## config.mk

```make
export PLATFORM = sky130hd
export DESIGN_NAME = jk_reg_bank_v
export DESIGN_NICKNAME = d
export VERILOG_FILES = /design/src/rtl/jk_reg_bank_v.sv
export SDC_FILE = /design/constraint.sdc
export NUM_CORES = 1
export LEC_CHECK = 0
export ABC_CLOCK_PERIOD_IN_PS = 2570
export CAP_MARGIN = 10
export CORE_AREA = 10 10 47 49
export DETAILED_ROUTE_END_ITERATION = 6
export DIE_AREA = 0 0 57 59
export PLACE_DENSITY = 0.65
export SLEW_MARGIN = 30
export SYNTH_ARGS = -nofsm -noshare
export SYNTH_HDL_FRONTEND = slang
export SYNTH_SLANG_ARGS = --single-unit
```

## constraint.sdc

```tcl
create_clock -name clk -period 2.57 [get_ports clk]
set_clock_uncertainty 0.15 [all_clocks]
set_input_delay 0.257 -clock clk [delete_from_list [all_inputs] [get_ports clk]]
set_output_delay 0.257 -clock clk [all_outputs]
set_load 0.05 [all_outputs]
```

## src/rtl/jk_reg_bank_v.sv

```systemverilog
// WIDTH-bit bank of JK flip-flops with built-in synchronous up/down counter mode.
// Optional synchronous clear port 'sclr' is present when JK_SYNC_CLEAR_EN is defined.
module jk_reg_bank_v #(
    parameter int               WIDTH   = 4,
    parameter logic [WIDTH-1:0] RST_VAL = '0
) (
    input  logic             clk,
    input  logic             rst,
    input  logic             en,
`ifdef JK_SYNC_CLEAR_EN
    input  logic             sclr,
`endif
    input  logic [1:0]       mode,
    input  logic [WIDTH-1:0] J,
    input  logic [WIDTH-1:0] K,
    output logic [WIDTH-1:0] Q,
    output logic [WIDTH-1:0] Qbar,
    output logic             tc
);

    typedef enum logic [1:0] {
        MODE_JK   = 2'b00,
        MODE_UP   = 2'b01,
        MODE_DOWN = 2'b10,
        MODE_HOLD = 2'b11
    } mode_e;

    logic             sync_clr;
    logic [WIDTH-1:0] toggle;
    logic [WIDTH-1:0] q_next;
    logic             tc_next;
    logic             carry;

`ifdef JK_SYNC_CLEAR_EN
    assign sync_clr = sclr;
`else
    assign sync_clr = 1'b0;
`endif

    // Each bit flips when every lower bit is 1 (up) or 0 (down): a ripple toggle chain.
    always_comb begin
        // NOTE: every combinational output gets a default first so no path can infer a latch.
        toggle  = '0;
        q_next  = Q;
        tc_next = 1'b0;
        carry   = 1'b1;
        unique case (mode_e'(mode))
            MODE_JK: begin
                q_next = (J & ~Q) | (~K & Q);
            end
            MODE_UP: begin
                for (int i = 0; i < WIDTH; i++) begin
                    toggle[i] = carry;
                    carry     = carry & Q[i];
                end
                q_next  = Q ^ toggle;
                tc_next = &Q;
            end
            MODE_DOWN: begin
                for (int i = 0; i < WIDTH; i++) begin
                    toggle[i] = carry;
                    carry     = carry & ~Q[i];
                end
                q_next  = Q ^ toggle;
                tc_next = ~|Q;
            end
            MODE_HOLD: begin
                q_next = Q;
            end
        endcase
    end

    // NOTE: state registers use non-blocking assignments so all flops sample pre-edge values.
    always_ff @(posedge clk or posedge rst) begin
        if (rst) begin
            Q  <= RST_VAL;
            tc <= 1'b0;
        end else if (sync_clr) begin
            Q  <= RST_VAL;
            tc <= 1'b0;
        end else if (en) begin
            Q  <= q_next;
            tc <= tc_next;
        end else begin
            tc <= 1'b0;
        end
    end

    // Derived from Q rather than registered, so Q and Qbar can never disagree.
    assign Qbar = ~Q;

endmodule

```

# ---- Word-level counts from Yosys, hierarchy flattened
# Index checks and enable logic that the tools add are counted.
dict set report totals {
  reg_bits 5
  in_bits 13
  output_inout_bits 9
  wordCells 28
}
dict set report classes {
  n_eq_ne 3
  mux 3
  bitwise 15
  reduce_logical 5
}
# op count
set ops {}
lappend ops {{case mux 4 bit (3 select lines)} 1}
lappend ops {{AND 4 bit} 2}
lappend ops {{inverter 4 bit} 2}
lappend ops {{XOR 4 bit} 2}
lappend ops {{AND 1 bit} 4}
lappend ops {{== test 2 bit (second input constant)} 2}
lappend ops {{inverter 1 bit} 4}
lappend ops {{OR 4 bit} 1}
lappend ops {{AND reduction 4 bit} 1}
lappend ops {{OR reduction 4 bit} 1}
lappend ops {{== test 2 x 1 -> 1 bit (second input constant)} 1}
lappend ops {{logical NOT 2 bit} 1}
lappend ops {{case mux 1 bit (2 select lines)} 1}
lappend ops {{AND reduction 2 bit} 1}
lappend ops {{logical NOT 1 bit} 1}
lappend ops {{two-way mux 1 bit} 1}

# ---- Longest topological paths before layout
dict set report depth {
  word_depth 5
  mapped_depth 5
  depth_no_buf 5
}

# ---- Worst setup path after synthesis
# OpenSTA, ideal clock, no wires.
dict set report synth_timing {
  path_type {flip-flop to flip-flop}
  from {register Q[0]}
  to {register Q[3]}
  setup_ns 0.128
  t_arrival_ns 1.642
  t_required_ns 2.292
  setup_slack_ns 0.650
  stages_incl_launch_ff 5
  path_buffers 1
  period_less_slack_ns 1.920
  path_cell_list {dfrtp_1 -> buf_6 -> or4b_4 -> a2111oi_4 -> nor3_2}
}
dict set report synth_via {
  elab_chain_len 5
  elab_cells_between_ends 8
  cone_classes {mux (1); bitwise (7)}
}
# element line
set synth_rtl {}
lappend synth_rtl {{from (decl)} 16} ;# output logic [WIDTH-1:0] Q,
lappend synth_rtl {{from (signal assigned)} 82} ;# Q <= q_next;
lappend synth_rtl {{inverter 1 bit} 62} ;# carry = carry & ~Q[i];
lappend synth_rtl {{AND 1 bit (2 in series)} 62}
lappend synth_rtl {{XOR 4 bit} 64} ;# q_next = Q ^ toggle;
lappend synth_rtl {{case mux 4 bit (3 select lines) *} 47} ;# unique case (mode_e'(mode))
# Every way passes the cells marked *; elsewhere a longest branch is shown, timed or not.
# A chain may end at the register's enable or synchronous reset.

# ---- Worst setup path in the final report
dict set report layout_timing {
  from {register Q[3]}
  to {output port Qbar[3]}
}
dict set report layout_via {
  elab_chain_len 1
}
# element line
set layout_rtl {}
lappend layout_rtl {{inverter 4 bit} 90} ;# assign Qbar = ~Q;
lappend layout_rtl {{to (decl)} 17} ;# output logic [WIDTH-1:0] Qbar,
# No other way between the ends.

==> out/results.ini <==
[synthesis]
synth.area.top_cells = dfrtp_1 (28%), ha_1 (8.3%), inv_1 (6.7%), a2111oi_4 (6.1%), nor2b_1 (5.6%)
syn_area_um2 = 450
ys_top_cells_by_count = inv_1 (8), dfrtp_1 (5), nor2b_1 (4)
synth-edff-count = 0
ys_seq_area_frac = 0.278
synth-seq-cells = 5
synth.most_common_cell = inv_1
syn-instance-count = 49
yosysTopAreaCell = dfrtp_1
yosys_warnings = 0
avgSynthCellArea_um2 = 9.19
ys_types = 28
synth_nets = 65
async_flop_share = 1.00
yosysTopAreaCellShare = 0.278
synthFlopType = dfrtp_1

[timing]
finalSetupTns_ps = 0
relSlewSlack = 0.663
rsz0062_at_grt = no
fin_crit_sh = 0.803
slew_violations = 0
clock.fmax_mhz = 484
min_period_ps = 2060
setup_viol = 0
tightest_slew_ps = 504
finalHoldViolations = 0

[power_and_ir_drop]
power.density_nw_per_um2 = 972
p_leak_nw = 0.288
vdd_drop_max_uv = 584

[setup_path]
end_kind = output pin
critPathLaunchType = register
cpMaxStageDelayCell = clkdlybuf4s50_1
crit_required_ps = 2160
cp_max_fo = 7
critical_path_arrival_ps = 1660
crit_path_cell_trace = inv_1, clkdlybuf4s50_1
ff2ff_setup_slack_ps = 880
worstSetupPathType = reg2out
cp_top_family = buffers and inverters
crit_path_max_incr_delay_ps = 830
crit_buf_inv = 2

[finish]
final_cells = 89
fin_util = 0.496
synthToLayoutAreaGrowth_pct = 54.4
fin_nets = 90
fillers = 145
layout-drive-gt1-share = 0.110
diodes = 0

[placement]
dp_hpwl_um = 992
gp_congestion = 0.791
dp_cells = 85
port_buffers = 21

[clocking]
cts_setup_buffers = 0
htree_levels = 1
clk_transition_reported_paths_ps = 40
cts_tree = yes
clock_sinks = 5
cts-resized-gates = 0
hold_buffers = 0
clock_latency_ps = 240
clockBufferDepth = 2
cts_buffers = 3
cts_root_buf = clkbuf_4

[routing]
drt_iter0_markers = 2
drc = 0
drtPass1Iterations = 2
routedWlPerCell_um = 13.3
final_antenna_net_count = 0
vias = 446
routed_wirelength_mm = 1.19
vias_per_cell = 5.01

[status]
outcome = completed

[die]
core_um2 = 1400
dieArea_um2 = 3360
die_w_um = 57
io-pin-count = 22
row_count = 14
dieHeight_um = 59
start_util = 0.321

[global_routing]
antenna_found_initial = 0
grt_pass1_vias = 458
grt_pass1_wl_mm = 1.88
grt_max_degree = 11
overflow = 0
track_usage = 0.0704

[run]
maxCapViolCount = 0

[worst_hold_path]
hold_path.class = in2async

final timing paths:
path                       from       to  cells after the start
hold reg to reg            Q[2]     Q[2]                      2
min in group clk           J[0]     Q[0]                      3
setup reg to reg           Q[1]     Q[3]                      3
max in group asynchronous   rst     Q[3]                      2
setup / recovery           Q[3]  Qbar[3]                      2
hold / removal              rst     Q[1]                      2
per-stage QoR:
step | hold WS [ps] | instance area [µm²] | worst slack, ps | power [mW]
floorplan | -114 | 450 | 650 | 0.444
global placement | 327 | 669 | 380 | 0.589
detailed placement | 332 | 669 | 287 | 0.590
CTS | 71.8 | 696 | 485 | 0.686
global route | 70.6 | 696 | 435 | 0.713
finish | 70.2 | 696 | 506 | 0.676
kinds of logic (layout without fill, tap and decap cells):
family	Yosys count	count (layout)	synth area share
AO/OA/AOI/OAI	13	13	0.247
XOR/XNOR	1	1	0.0194
adder cells (fa/ha/maj)	3	3	0.0833
buffers and inverters	9	33	0.0917
flip-flops	5	5	0.278
AND/OR/NAND/NOR	18	18	0.281
placed cells by master (no fill, tap or decap), types with 2 or more instances in the layout:
| cell type | netlist | routed |
|---|---|---|
| clkdlybuf4s50_1 | 0 | 21 |
| inv_1 | 8 | 8 |
| dfrtp_1 | 5 | 5 |
| nor2b_1 | 4 | 4 |
| o21ai_0 | 3 | 3 |
| ha_1 | 3 | 3 |
| clkbuf_4 | 0 | 3 |
| nand2b_1 | 2 | 2 |
| o22ai_1 | 2 | 2 |
| nand4b_1 | 2 | 2 |
per-layer routing:
layer	track usage	vias to the layer above	routed length, µm
met3	0.0258	2	77
met5	0	-	0
li1	-	227	-
met2	0.112	14	576
met1	0.0688	203	507
met4	0.0705	0	27
registers in the layout, summed over array words and instances, names as in the netlist:
register and cells:
tc 1, Q 4
layout make-up:
cell class / count / area [µm²] / area share
repair buffers: 21 / 210 / 0.302
multi-input cells: 35 / 284 / 0.408
flip-flops and latches: 5 / 125 / 0.180
well taps: 16 / 20.0 / 0.0288
clock buffers: 4 / 26.3 / 0.0378
inverters: 8 / 30.0 / 0.0432
power by group:
part           internal [mW]  switching, mW  leakage [nW]
Combinational          0.153          0.278         0.210
Sequential             0.106         0.0487        0.0629
Clock                 0.0586         0.0314        0.0150
Total                  0.318          0.358         0.288
Power figures use the tool's default switching activity.
